File: config.mk
export PLATFORM = sky130hd
export DESIGN_NAME = aes_tiled_arb
export DESIGN_NICKNAME = d
export VERILOG_FILES = /design/src/rtl/aes_tiled_pkg.sv /design/src/rtl/aes_rr_arb2.sv /design/src/rtl/aes_tiled_arb.sv
export SDC_FILE = /design/constraint.sdc
export NUM_CORES = 1
export LEC_CHECK = 0
export ABC_AREA = 1
export CAP_MARGIN = 30
export CORE_UTILIZATION = 30
export DETAILED_ROUTE_END_ITERATION = 16
export DONT_BUFFER_PORTS = 1
export SLEW_MARGIN = 5
export SYNTH_ARGS = -nofsm -noshare
export SYNTH_HDL_FRONTEND = slang
export SYNTH_SLANG_ARGS = --single-unit
File: constraint.sdc
create_clock -name g_clk -period 1.6 [get_ports g_clk]
set_input_delay 0.24 -clock g_clk [delete_from_list [all_inputs] [get_ports g_clk]]
set_output_delay 0.24 -clock g_clk [all_outputs]
set_load 0.005 [all_outputs]
File: src/rtl/aes_tiled_pkg.sv
// Shared encodings for the tiled AES request arbiter: operation codes and FSM states.
package aes_tiled_pkg;

  typedef enum logic [1:0] {
    OpSb      = 2'b00,
    OpSbsr    = 2'b01,
    OpMix     = 2'b10,
    OpIllegal = 2'b11
  } aes_op_e;

  typedef enum logic [1:0] {
    StIdle  = 2'b00,
    StIssue = 2'b01,
    StWait  = 2'b10,
    StResp  = 2'b11
  } aes_state_e;

endpackage

File: src/rtl/aes_rr_arb2.sv
// Two-way round-robin grant: combinational grant, priority pointer advances on a grant.
module aes_rr_arb2 (
  input  logic       g_clk,
  input  logic       g_resetn,
  input  logic [1:0] req_valid,
  input  logic       en,
  output logic [1:0] gnt
);

  // ptr_q names the requester that wins the next tie.
  logic ptr_q, ptr_d;

  always_comb begin
    gnt = 2'b00;
    if (en) begin
      unique case (req_valid)
        2'b01:   gnt = 2'b01;
        2'b10:   gnt = 2'b10;
        2'b11:   gnt = ptr_q ? 2'b10 : 2'b01;
        default: gnt = 2'b00;
      endcase
    end
  end

  always_comb begin
    ptr_d = ptr_q;
    if (|gnt) begin
      ptr_d = gnt[0];
    end
  end

  always_ff @(posedge g_clk) begin
    if (!g_resetn) begin
      ptr_q <= 1'b0;
    end else begin
      ptr_q <= ptr_d;
    end
  end

endmodule

File: src/rtl/aes_tiled_arb.sv
// Arbitrates two requesters onto one tiled AES unit, one op outstanding at a time.
module aes_tiled_arb
  import aes_tiled_pkg::*;
#(
  parameter bit DECRYPT_EN = 1'b1
) (
  input  logic        g_clk,
  input  logic        g_resetn,
  input  logic        req0_valid,
  output logic        req0_ready,
  input  logic [1:0]  req0_op,
  input  logic        req0_dec,
  input  logic        req0_hi,
  input  logic [31:0] req0_rs1,
  input  logic [31:0] req0_rs2,
  output logic        rsp0_valid,
  input  logic        rsp0_ready,
  output logic [31:0] rsp0_rd,
  input  logic        req1_valid,
  output logic        req1_ready,
  input  logic [1:0]  req1_op,
  input  logic        req1_dec,
  input  logic        req1_hi,
  input  logic [31:0] req1_rs1,
  input  logic [31:0] req1_rs2,
  output logic        rsp1_valid,
  input  logic        rsp1_ready,
  output logic [31:0] rsp1_rd,
  output logic        aes_valid,
  output logic        aes_dec,
  output logic        aes_op_sb,
  output logic        aes_op_sbsr,
  output logic        aes_op_mix,
  output logic        aes_hi,
  output logic [31:0] aes_rs1,
  output logic [31:0] aes_rs2,
  input  logic        aes_ready,
  input  logic [31:0] aes_rd
);

  aes_state_e  state_q, state_d;
  aes_op_e     op_q, op_d;
  logic        dec_q, dec_d;
  logic        hi_q, hi_d;
  logic        owner_q, owner_d;
  logic [31:0] rs1_q, rs1_d;
  logic [31:0] rs2_q, rs2_d;
  logic [31:0] res_q, res_d;

  logic [1:0]  gnt;
  logic [1:0]  sel_op;
  logic        sel_dec, sel_hi, owner_rsp_ready;
  logic [31:0] sel_rs1, sel_rs2;

  aes_rr_arb2 u_arb (
    .g_clk     (g_clk),
    .g_resetn  (g_resetn),
    .req_valid ({req1_valid, req0_valid}),
    .en        (g_resetn && (state_q == StIdle)),
    .gnt       (gnt)
  );

  assign req0_ready = gnt[0];
  assign req1_ready = gnt[1];

  assign sel_op  = gnt[1] ? req1_op  : req0_op;
  assign sel_dec = gnt[1] ? req1_dec : req0_dec;
  assign sel_hi  = gnt[1] ? req1_hi  : req0_hi;
  assign sel_rs1 = gnt[1] ? req1_rs1 : req0_rs1;
  assign sel_rs2 = gnt[1] ? req1_rs2 : req0_rs2;

  assign owner_rsp_ready = owner_q ? rsp1_ready : rsp0_ready;

  always_comb begin
    state_d = state_q;
    op_d    = op_q;
    dec_d   = dec_q;
    hi_d    = hi_q;
    owner_d = owner_q;
    rs1_d   = rs1_q;
    rs2_d   = rs2_q;
    res_d   = res_q;
    unique case (state_q)
      StIdle: begin
        if (|gnt) begin
          op_d    = aes_op_e'(sel_op);
          dec_d   = sel_dec & DECRYPT_EN;
          hi_d    = sel_hi;
          rs1_d   = sel_rs1;
          rs2_d   = sel_rs2;
          owner_d = gnt[1];
          // Illegal ops bypass the unit and answer with zero.
          if (aes_op_e'(sel_op) == OpIllegal) begin
            res_d   = '0;
            state_d = StResp;
          end else begin
            state_d = StIssue;
          end
        end
      end
      StIssue: state_d = StWait;
      StWait: begin
        if (aes_ready) begin
          res_d   = aes_rd;
          state_d = StResp;
        end
      end
      StResp: begin
        if (owner_rsp_ready) begin
          state_d = StIdle;
        end
      end
      default: state_d = StIdle;
    endcase
  end

  always_ff @(posedge g_clk) begin
    if (!g_resetn) begin
      state_q <= StIdle;
      op_q    <= OpSb;
      dec_q   <= 1'b0;
      hi_q    <= 1'b0;
      owner_q <= 1'b0;
      rs1_q   <= '0;
      rs2_q   <= '0;
      res_q   <= '0;
    end else begin
      state_q <= state_d;
      op_q    <= op_d;
      dec_q   <= dec_d;
      hi_q    <= hi_d;
      owner_q <= owner_d;
      rs1_q   <= rs1_d;
      rs2_q   <= rs2_d;
      res_q   <= res_d;
    end
  end

  assign aes_valid   = g_resetn && (state_q == StIssue);
  assign aes_dec     = dec_q;
  assign aes_hi      = hi_q;
  assign aes_op_sb   = (op_q == OpSb);
  assign aes_op_sbsr = (op_q == OpSbsr);
  assign aes_op_mix  = (op_q == OpMix);
  assign aes_rs1     = rs1_q;
  assign aes_rs2     = rs2_q;

  assign rsp0_valid = g_resetn && (state_q == StResp) && !owner_q;
  assign rsp1_valid = g_resetn && (state_q == StResp) && owner_q;
  assign rsp0_rd    = res_q;
  assign rsp1_rd    = res_q;

endmodule

; Word-level counts from Yosys, hierarchy flattened
; Cells that the tools add are included.
[classes]
eq_ne = 13
muxes = 18
reduce_logical = 13
[op_table]
columns = cell, n
row1 = 32-bit two-way mux, 5
row2 = 32-bit one-hot mux with 2 select lines, 1
row3 = 2-bit two-way mux, 7
row4 = "2-bit equality test, second input constant", 6
row5 = 2-bit one-hot mux with 4 select lines, 1
row6 = "2-bit by 1-bit equality test with 1-bit output, second input constant", 3
row7 = 2-bit one-hot mux with 3 select lines, 1
row8 = 1-bit logical AND, 5
row9 = 2-bit logical NOT, 2
row10 = "2-bit by 1-bit != test with 1-bit output, second input constant", 2
row11 = "2-bit != test, second input constant", 2
row12 = 4-bit AND reduction, 1
row13 = 1-bit two-way mux, 3
row14 = 3-bit AND reduction, 1
row15 = 2-bit AND reduction, 1
row16 = 2-bit nonzero test, 1
row17 = 2-bit OR reduction, 1
row18 = 1-bit logical NOT, 1
[word_totals]
regBits = 104
wordCells = 53

; Logic depth before layout (Yosys ltp)
; Gate-level depths: netlist of the first run.
[logic_depth]
depth_word = 8
ltp_mapped = 14
mapped_depth_nobuf = 13

; Modules after synthesis
; Synthesis of the first run repeated with hierarchy kept, for this count alone.
[hier_totals]
hier_cells = 718
hier_area_um2 = 4949.7
[modules_own_cells]
columns = module, cells_per_inst, seq_area_each_um2, area_per_inst_um2, n_inst
row1 = aes_tiled_arb, 706, 2062.0, 4879.7, 1
row2 = aes_rr_arb2, 12, 20.0, 70.1, 1

; Worst setup path before layout of the first run
; Ideal clock, no wire load.
[synth_timing]
kind = register -> register
from = register state_q[0]
to = register res_q[12] (netlist: rsp0_rd[12])
path_stages_with_launch = 13
slack_ns = -0.097
required_time_ns = 1.485
arrival_ns = 1.582
path_cell_list = dfxtp_1 inv_1 ha_1 nand2_1 nor2_2 nand2_2 nand2_1 nand2_1 nand2_1 nand2_2 buf_2 a21oi_1 nor2_1
[synth_via]
elab_chain_len = 7
[synth_lines]
columns = item, line
row1 = start: declaration, aes_tiled_arb.sv:41  ; aes_state_e state_q, state_d;
row2 = start signal: assignment, aes_tiled_arb.sv:119  ; state_q <= StIdle;
row3 = start signal: assignment, aes_tiled_arb.sv:128  ; state_q <= state_d;
row4 = 2-bit logical NOT, "aes_tiled_arb.sv:59, aes_tiled_arb.sv:83"
row5 = 1-bit logical AND, aes_tiled_arb.sv:59  ; .en (g_resetn && (state_q == StIdle)),
row6 = 2-bit two-way mux, aes_rr_arb2.sv:15  ; if (en) begin
row7 = 2-bit two-way mux, aes_tiled_arb.sv:66  ; assign sel_op = gnt[1] ? req1_op : req0_op;
row8 = 2-bit equality test, aes_tiled_arb.sv:93  ; if (aes_op_e'(sel_op) == OpIllegal) begin
row9 = 2-bit by 1-bit != test with 1-bit output (no source line), n/a
row10 = 4-bit AND reduction (no source line), n/a
row11 = end signal: assignment, aes_tiled_arb.sv:135  ; res_q <= res_d;
row12 = end: declaration, aes_tiled_arb.sv:48  ; logic [31:0] res_q, res_d;
; Parallel ways exist; a longest one is shown, timed or not.
; A chain may end at the register's enable or synchronous reset.

; Worst setup path in the final report of the first run
[layout_timing]
from = register state_q[1]
to = output req1_ready
[layout_via]
elab_chain_len = 3
[layout_lines]
columns = item, line
row1 = 2-bit logical NOT, aes_tiled_arb.sv:59
row2 = 1-bit logical AND, aes_tiled_arb.sv:59
row3 = 2-bit two-way mux, aes_rr_arb2.sv:15
row4 = end: declaration, aes_tiled_arb.sv:20  ; output logic req1_ready,
; No other way between the ends.

==> summary.txt, run 1 <==
Run status
  • Status: finished, violations left
  • Violated checks: setup timing

GRT
  • GR Util All Layers: 16.48%
  • Largest net degree at the start of global routing: 70
  • Initial antenna violation count: 0
  • Number of global-route vias before repair: 4272
  • First-pass GRT wire length: 22480 um
  • Grt ovf: 0

Layout
  • Finished Layout Cells: 984
  • Leading cell type in the layout, fill and taps excluded: nor2_1
  • NumNets Final: 939
  • Area of the multi-input gates: 2487 um^2
  • FF/Latch Area: 2085 um^2
  • Most frequent cells in the layout: 169 x nor2_1, 148 x nand2_1, 102 x dfxtp_1
  • Area growth, synth to finish: 18.72%
  • Share of cells above drive strength 1: 15.31%
  • Fill count: 1803
  • # diodes: 0

STA
  • Final setup margin: -0.06460 ns
  • Crit share post-route: 104.0%
  • Slew HR: 77.05%
  • Endpoints failing hold: 0
  • Hold slack: 0.008783 ns
  • Unrepaired setup endpoints after global routing: true
  • Final Max Slew Viols: 0
  • Clock skew: 0.01084 ns
  • Final worst path period need: 1.665 ns
  • Fmax: 600.7 MHz
  • Slew @ Worst Pin: 0.3442 ns
  • Final Setup Violations: 44

CTS
  • CTS Sinks: 104
  • Latest clock arrival within the worst-skew pair: 0.35 ns
  • H-tree levels: 3
  • CTS Buf Count: 9
  • CTS tree: done
  • Clock Path Buffers: 2
  • Clock slew at reported path FFs: 0.07 ns
  • Root Driver: clkbuf_16

Logic synthesis
  • Seq/Total Area, Yosys: 40.66%
  • Cells after Synth: 779
  • EDFF count, synth: 0
  • Syn Nets: 959
  • Async SR Flop Fraction: 0%
  • Synth Area per Inst: 6.572 um^2
  • Synth unique cells: 24
  • Synthesized cell area: 5120 um^2
  • Synth Flop Type: dfxtp_1
  • Synth Register Bits: 104
  • Ys Warns: 0
  • Synth top area cells: dfxtp_1 41%, nor2_1 14%, nand2_1 12%, a21oi_1 8.4%, o21ai_0 6.0%
  • Yosys top cell area share: 40.66%
  • Area leader, netlist: dfxtp_1

Detailed routing
  • WL/cell: 15.53 um
  • Routed wire length: 15280 um
  • DRT Pass-1 Iters: 4
  • Post-route DRC: 0
  • Antenna viol nets, final: 0
  • DR vias/cell: 4.761
  • Initial DRC count: 142
  • Vias: 4685

Setup path
  • Worst path most repeated cell: nand2_4
  • Critical Path Start Type: flip-flop
  • Kind of critical path: flip-flop to primary output
  • Crit-path slowest cell: dfxtp_2
  • Crit path max-delay family: buffers and inverters
  • Flop2flop setup slack: -0.05 ns
  • CP Cell Sequence: inv_2, ha_4, nand2_4, nor2_4, nand2_4, inv_4, buf_12, buf_8
  • Critical path data arrival time: 1.42 ns
  • Buf/Inv on CP: 4
  • Slowest Stage Delay on Critical Path: 0.32 ns
  • Worst setup EP type: primary output
  • CP required: 1.36 ns
  • Crit path max fanout: 5

Floorplan
  • Core Region: 16640 um^2
  • Die width: 132.6 um
  • Die height: 132.6 um
  • Die area: 17590 um^2
  • Initial Utilization: 30.76%
  • Row count: 47
  • Num ports: 313

Place
  • Buffers on Ports: 0
  • Dpl hpwl: 10390 um
  • Placed Cells: 952
  • GP Congestion: 0.7727

Power
  • Power Dens Cells: 1817 nW/um^2
  • Design Power: 11.04 mW
  • Leakage: 2.575 nW
  • Maximum VDD drop: 0.8355 mV

Worst hold path
  • Hold WC Path Type: input pin to flip-flop

Run
  • Number of max-cap violations: 0
worst paths after layout:
kind,startpoint,endpoint,cells after the start
setup / recovery,state_q[1],req1_ready,8
hold / removal,g_resetn,rsp0_rd[29],2
setup reg to reg,state_q[1],rsp0_rd[0],12
hold reg to reg,aes_rs2[3],aes_rs2[3],2
cell type report:
class | instances | area share [%]
flip-flops and latches | 104 | 34.29
repair buffers | 54 | 12.35
clock buffers | 10 | 3.932
well taps | 220 | 4.529
clock inverters | 6 | 0.8440
inverters | 50 | 3.129
multi-input cells | 540 | 40.92
synthesized netlist by cell type, types with 2 or more instances:
cell,number
a21oi_1,86
o21ai_1,11
buf_1,5
inv_1,48
buf_6,8
ha_1,5
buf_2,16
dfxtp_1,104
nor2_1,188
nand2_1,159
clkbuf_1,24
inv_2,2
nor3_1,2
nand2_2,2
o21ai_0,61
buf_4,32
nand3_1,19
logic make-up (layout without fill, tap and decap cells):
kind of cell               Yosys count  in the layout  share of synthesized area [%]
and+or+nand+nor                    375            375                          28.57
AOI/OAI and AO/OA                  160            160                          15.74
buffers and inverters              135            120                          13.81
DFF                                104            104                          40.66
adders and majority gates            5              5                          1.222
through the flow:
stage | setup TNS [ns] | instance area [um^2] | setup slack (ns) | util, %
2_1_floorplan | 0 | 5142 | 0.003028 | -
3_3_place_gp | -0.09018 | 5330 | -0.02166 | 32.03
3_5_place_dp | -2.087 | 5330 | -0.1001 | 32.03
4_1_cts | -3.804 | 5876 | -0.09573 | 35.31
5_1_grt | -11.04 | 6078 | -0.1880 | 36.52
6_report | -0.7119 | 6078 | -0.06460 | 36.52
per-layer routing:
metal	global-route usage, %	vias to the layer above	part of all wire (%)
li1	-	2372	-
met3	4.330	25	7.0
met4	8.493	0	2.8
met2	29.09	209	50
met5	0	-	0
met1	18.13	2079	40
sequential cells by signal, summed over array words and instances, names as in the netlist:
register and count:
aes_dec 1, aes_hi 1, aes_rs1 32, aes_rs2 32, op_q 2, owner_q 1
rsp0_rd 32, state_q 2, u_arb.ptr_q 1
worst register-to-register path: cells and delay by family (launching register included):
family          cells  cell delay (ns)
fa+ha+maj           1             0.15
compound gates      1             0.10
flops               1             0.32
simple gates        7             0.60
buf+inv             3             0.38
report_power, final:
part	internal [mW]	total (mW)	leakage (nW)	switching [mW]
Sequential	3.23	3.88	0.852	0.652
Combinational	2.23	4.99	1.58	2.75
Clock	1.12	2.17	0.139	1.05
repair_timing:
item,CTS,global route
hold endpoints to repair,29,3
cloned,3,3
setup endpoints to repair,71,103
pin swaps,18,31
resized for setup,56,31
setup buffers,6,4
Note: power is estimated with default switching activity, not from simulation.
==> run 2: changes to the inputs <==
--- a/config.mk
+++ b/config.mk
@@ -7,8 +7,9 @@
 export LEC_CHECK = 0
 export ABC_AREA = 1
 export CAP_MARGIN = 30
-export CORE_UTILIZATION = 30
+export CORE_AREA = 2 2 120 122
 export DETAILED_ROUTE_END_ITERATION = 16
+export DIE_AREA = 0 0 122 124
 export DONT_BUFFER_PORTS = 1
 export SLEW_MARGIN = 5
 export SYNTH_ARGS = -nofsm -noshare
==> run 2 against run 1 <==
  * The flow still finishes with violations (setup timing)
  * Critical path type unchanged
  * Routed wire length up 5.1%
  * Largest cell class unchanged
  * Clock power is 5% lower
  * Sequential power is essentially flat
  * Utilization grew 9.7 points
  * Count of clock-buffer cells in the layout rose by 1
  * Highest routed layer unchanged
==> summary.txt, run 2 (same netlist as run 1, synthesis figures left out) <==
Run status
  • Status: finished, violations left
  • Violated checks: setup timing

GRT
  • Grt ovf: 0 (unchanged)
  • First-pass GRT wire length: 21540 um (-4.2%)
  • Number of global-route vias before repair: 4101 (-4.0%)
  • Largest net degree at the start of global routing: 42 (-40%)
  • GR Util All Layers: 18.46% (+2.0 points)
  • Initial antenna violation count: 1 (+1)

Layout
  • Fill count: 1408 (-22%)
  • Area growth, synth to finish: 23.80%
  • Cell area after layout: 6339 um^2 (+4.3%)
  • Share of cells above drive strength 1: 19.79% (+4.5 points)
  • Most frequent cells in the layout: 166 x nor2_1, 146 x nand2_1, 102 x dfxtp_1
  • Area of the multi-input gates: 2699 um^2 (+8.5%)
  • Fin util: 46.20% (+9.7 points)
  • NumNets Final: 948 (+0.96%)
  • Leading cell type in the layout, fill and taps excluded: nor2_1
  • FF/Latch Area: 2085 um^2 (unchanged)

Setup path
  • Kind of critical path: flip-flop to primary output
  • Critical Path Start Type: flip-flop
  • Worst path most repeated cell: nand2_4
  • CP required: 1.36 ns (about the same)
  • Slowest Stage Delay on Critical Path: 0.33 ns (about the same)
  • Worst setup EP type: primary output
  • Crit-path slowest cell: dfxtp_2
  • Crit path max fanout: 7 (+2)
  • Critical path data arrival time: 1.47 ns (+0.05 ns)
  • Critical path startpoint: state_q[0]
  • CP Cell Sequence: inv_2, ha_4, nand2_4, nor2_4, nand2_4, clkinv_8, buf_12
  • Worst R2R Start: state_q[0]

Floorplan
  • Die width: 122 um (-8.0%)
  • Initial Utilization: 37.32% (+6.6 points)
  • Die area: 15130 um^2 (-14%)
  • Core Region: 13720 um^2 (-18%)
  • Num ports: 313 (unchanged)
  • Row count: 43 (-8.5%)
  • Die height: 124 um (-6.5%)

STA
  • Slew HR: 77.83% (+0.77 points)
  • Endpoints failing hold: 0 (unchanged)
  • Setup TNS: -3.317 ns (-2.605 ns)
  • Hold slack: 0.004003 ns (-0.004780 ns)
  • Final Setup Violations: 76 (+73%)
  • Unrepaired setup endpoints after global routing: true
  • Fmax: 586.5 MHz (-2.4%)
  • Final setup margin: -0.1051 ns (-0.04047 ns)
  • Final Max Slew Viols: 0 (unchanged)
  • Clock skew: 0.008296 ns (-0.002543 ns)
  • Crit share post-route: 106.6% (+2.5 points)
  • Final worst path period need: 1.705 ns (+0.04047 ns)
  • Slew @ Worst Pin: 0.3326 ns (-0.01162 ns)

Detailed routing
  • Vias: 4683 (-0.043%)
  • Post-route DRC: 0 (unchanged)
  • Antenna viol nets, final: 0 (unchanged)
  • Routed wire length: 16070 um (+5.1%)
  • DR vias/cell: 4.909 (+3.1%)
  • Initial DRC count: 226 (+59%)
  • WL/cell: 16.84 um (+8.4%)
  • DRT Pass-1 Iters: 5 (+1)

Worst hold path
  • Worst min-delay path startpoint: g_resetn
  • Hold WC Path Type: input pin to flip-flop

Place
  • Buffers on Ports: 0 (unchanged)
  • Dpl hpwl: 10170 um (-2.1%)
  • Placed cell area: 5233 um^2 (-1.8%)
  • DP Worst Slack: -0.1366 ns (-0.03652 ns)
  • GP Congestion: 0.7533 (-2.5%)

Power
  • Maximum VDD drop: 0.7656 mV (-8.4%)
  • Power Dens Cells: 1884 nW/um^2 (+3.7%)
  • Leakage: 2.663 nW (+3.4%)

CTS
  • Clock Path Buffers: 2 (unchanged)
  • CTS Sinks: 104 (unchanged)
  • Clock slew at reported path FFs: 0.07 ns (about the same)
  • CTS Buf Count: 9 (unchanged)
  • CTS tree: done
  • H-tree levels: 3 (unchanged)
  • Latest clock arrival within the worst-skew pair: 0.35 ns (about the same)
  • Root Driver: clkbuf_16

Run
  • Number of max-cap violations: 0 (unchanged)
[run 2: changes by cell type in the layout (fill, tap and decap cells not counted), sizes merged]
cell	previous run	this run
clkbuf	13	20
clkinv	2	3
buf	48	50
inv	52	49
clkinvlp	2	3
diode	0	1
bufbuf	1	0
nand2	162	166
dlygate4sd3	2	0
[run 2: worst paths after layout]
path,to,slack [ns],cells past startpoint
worst min register to register,aes_rs1[5],0.49,2
worst max-delay path,req1_ready,-0.11,7
worst max register to register,rsp0_rd[27],-0.09,12
worst min-delay path,rsp0_rd[17],0.004,2
[run 2: final cells by class]
class	count	share of cell area, %
inverters	50	3.158
repair buffers	59	13.44
diodes	1	0.03948
clock buffers	11	3.829
flip-flops and latches	104	32.89
multi-input cells	544	42.58
well taps	180	3.553
clock inverters	5	0.5132
[run 2: critical path: cells and delay by family, from the launching register on]
| kind | cells | cell delay [ns] |
|---|---|---|
| adders and majority gates | 1 | 0.14 |
| buffers and inverters | 3 | 0.32 |
| and+or+nand+nor | 3 | 0.33 |
| DFF | 1 | 0.33 |
[run 2: through the flow]
stage	cells	total power [mW]
CTS	938	11.12
finish	954	11.94
global placement	909	7.996
global route	954	12.89
detailed placement	909	8.040
floorplan	779	7.322
[run 2: repair_timing]
| item | in CTS | in global routing |
|---|---|---|
| buffers inserted | 8 | 7 |
| gates cloned | 6 | 12 |
| pin swaps | 7 | 43 |
| resized for setup | 48 | 86 |
| setup endpoints to repair | 73 | 100 |
| endpoints found under the hold margin | 14 | 0 |
[run 2: power breakdown]
group	switching, mW	internal, mW	leakage, nW
registers	0.636	3.23	0.852
clock network	0.979	1.09	0.128
logic	3.29	2.71	1.68
[run 2: metal layers]
metal / vias up / GRT usage (%) / part of all wire (%)
met3: 28 / 6.639 / 8.8
met5: - / 0 / 0
met1: 2061 / 20.04 / 37
met2: 194 / 32.44 / 51
li1: 2400 / - / -
met4: 0 / 8.046 / 2.6
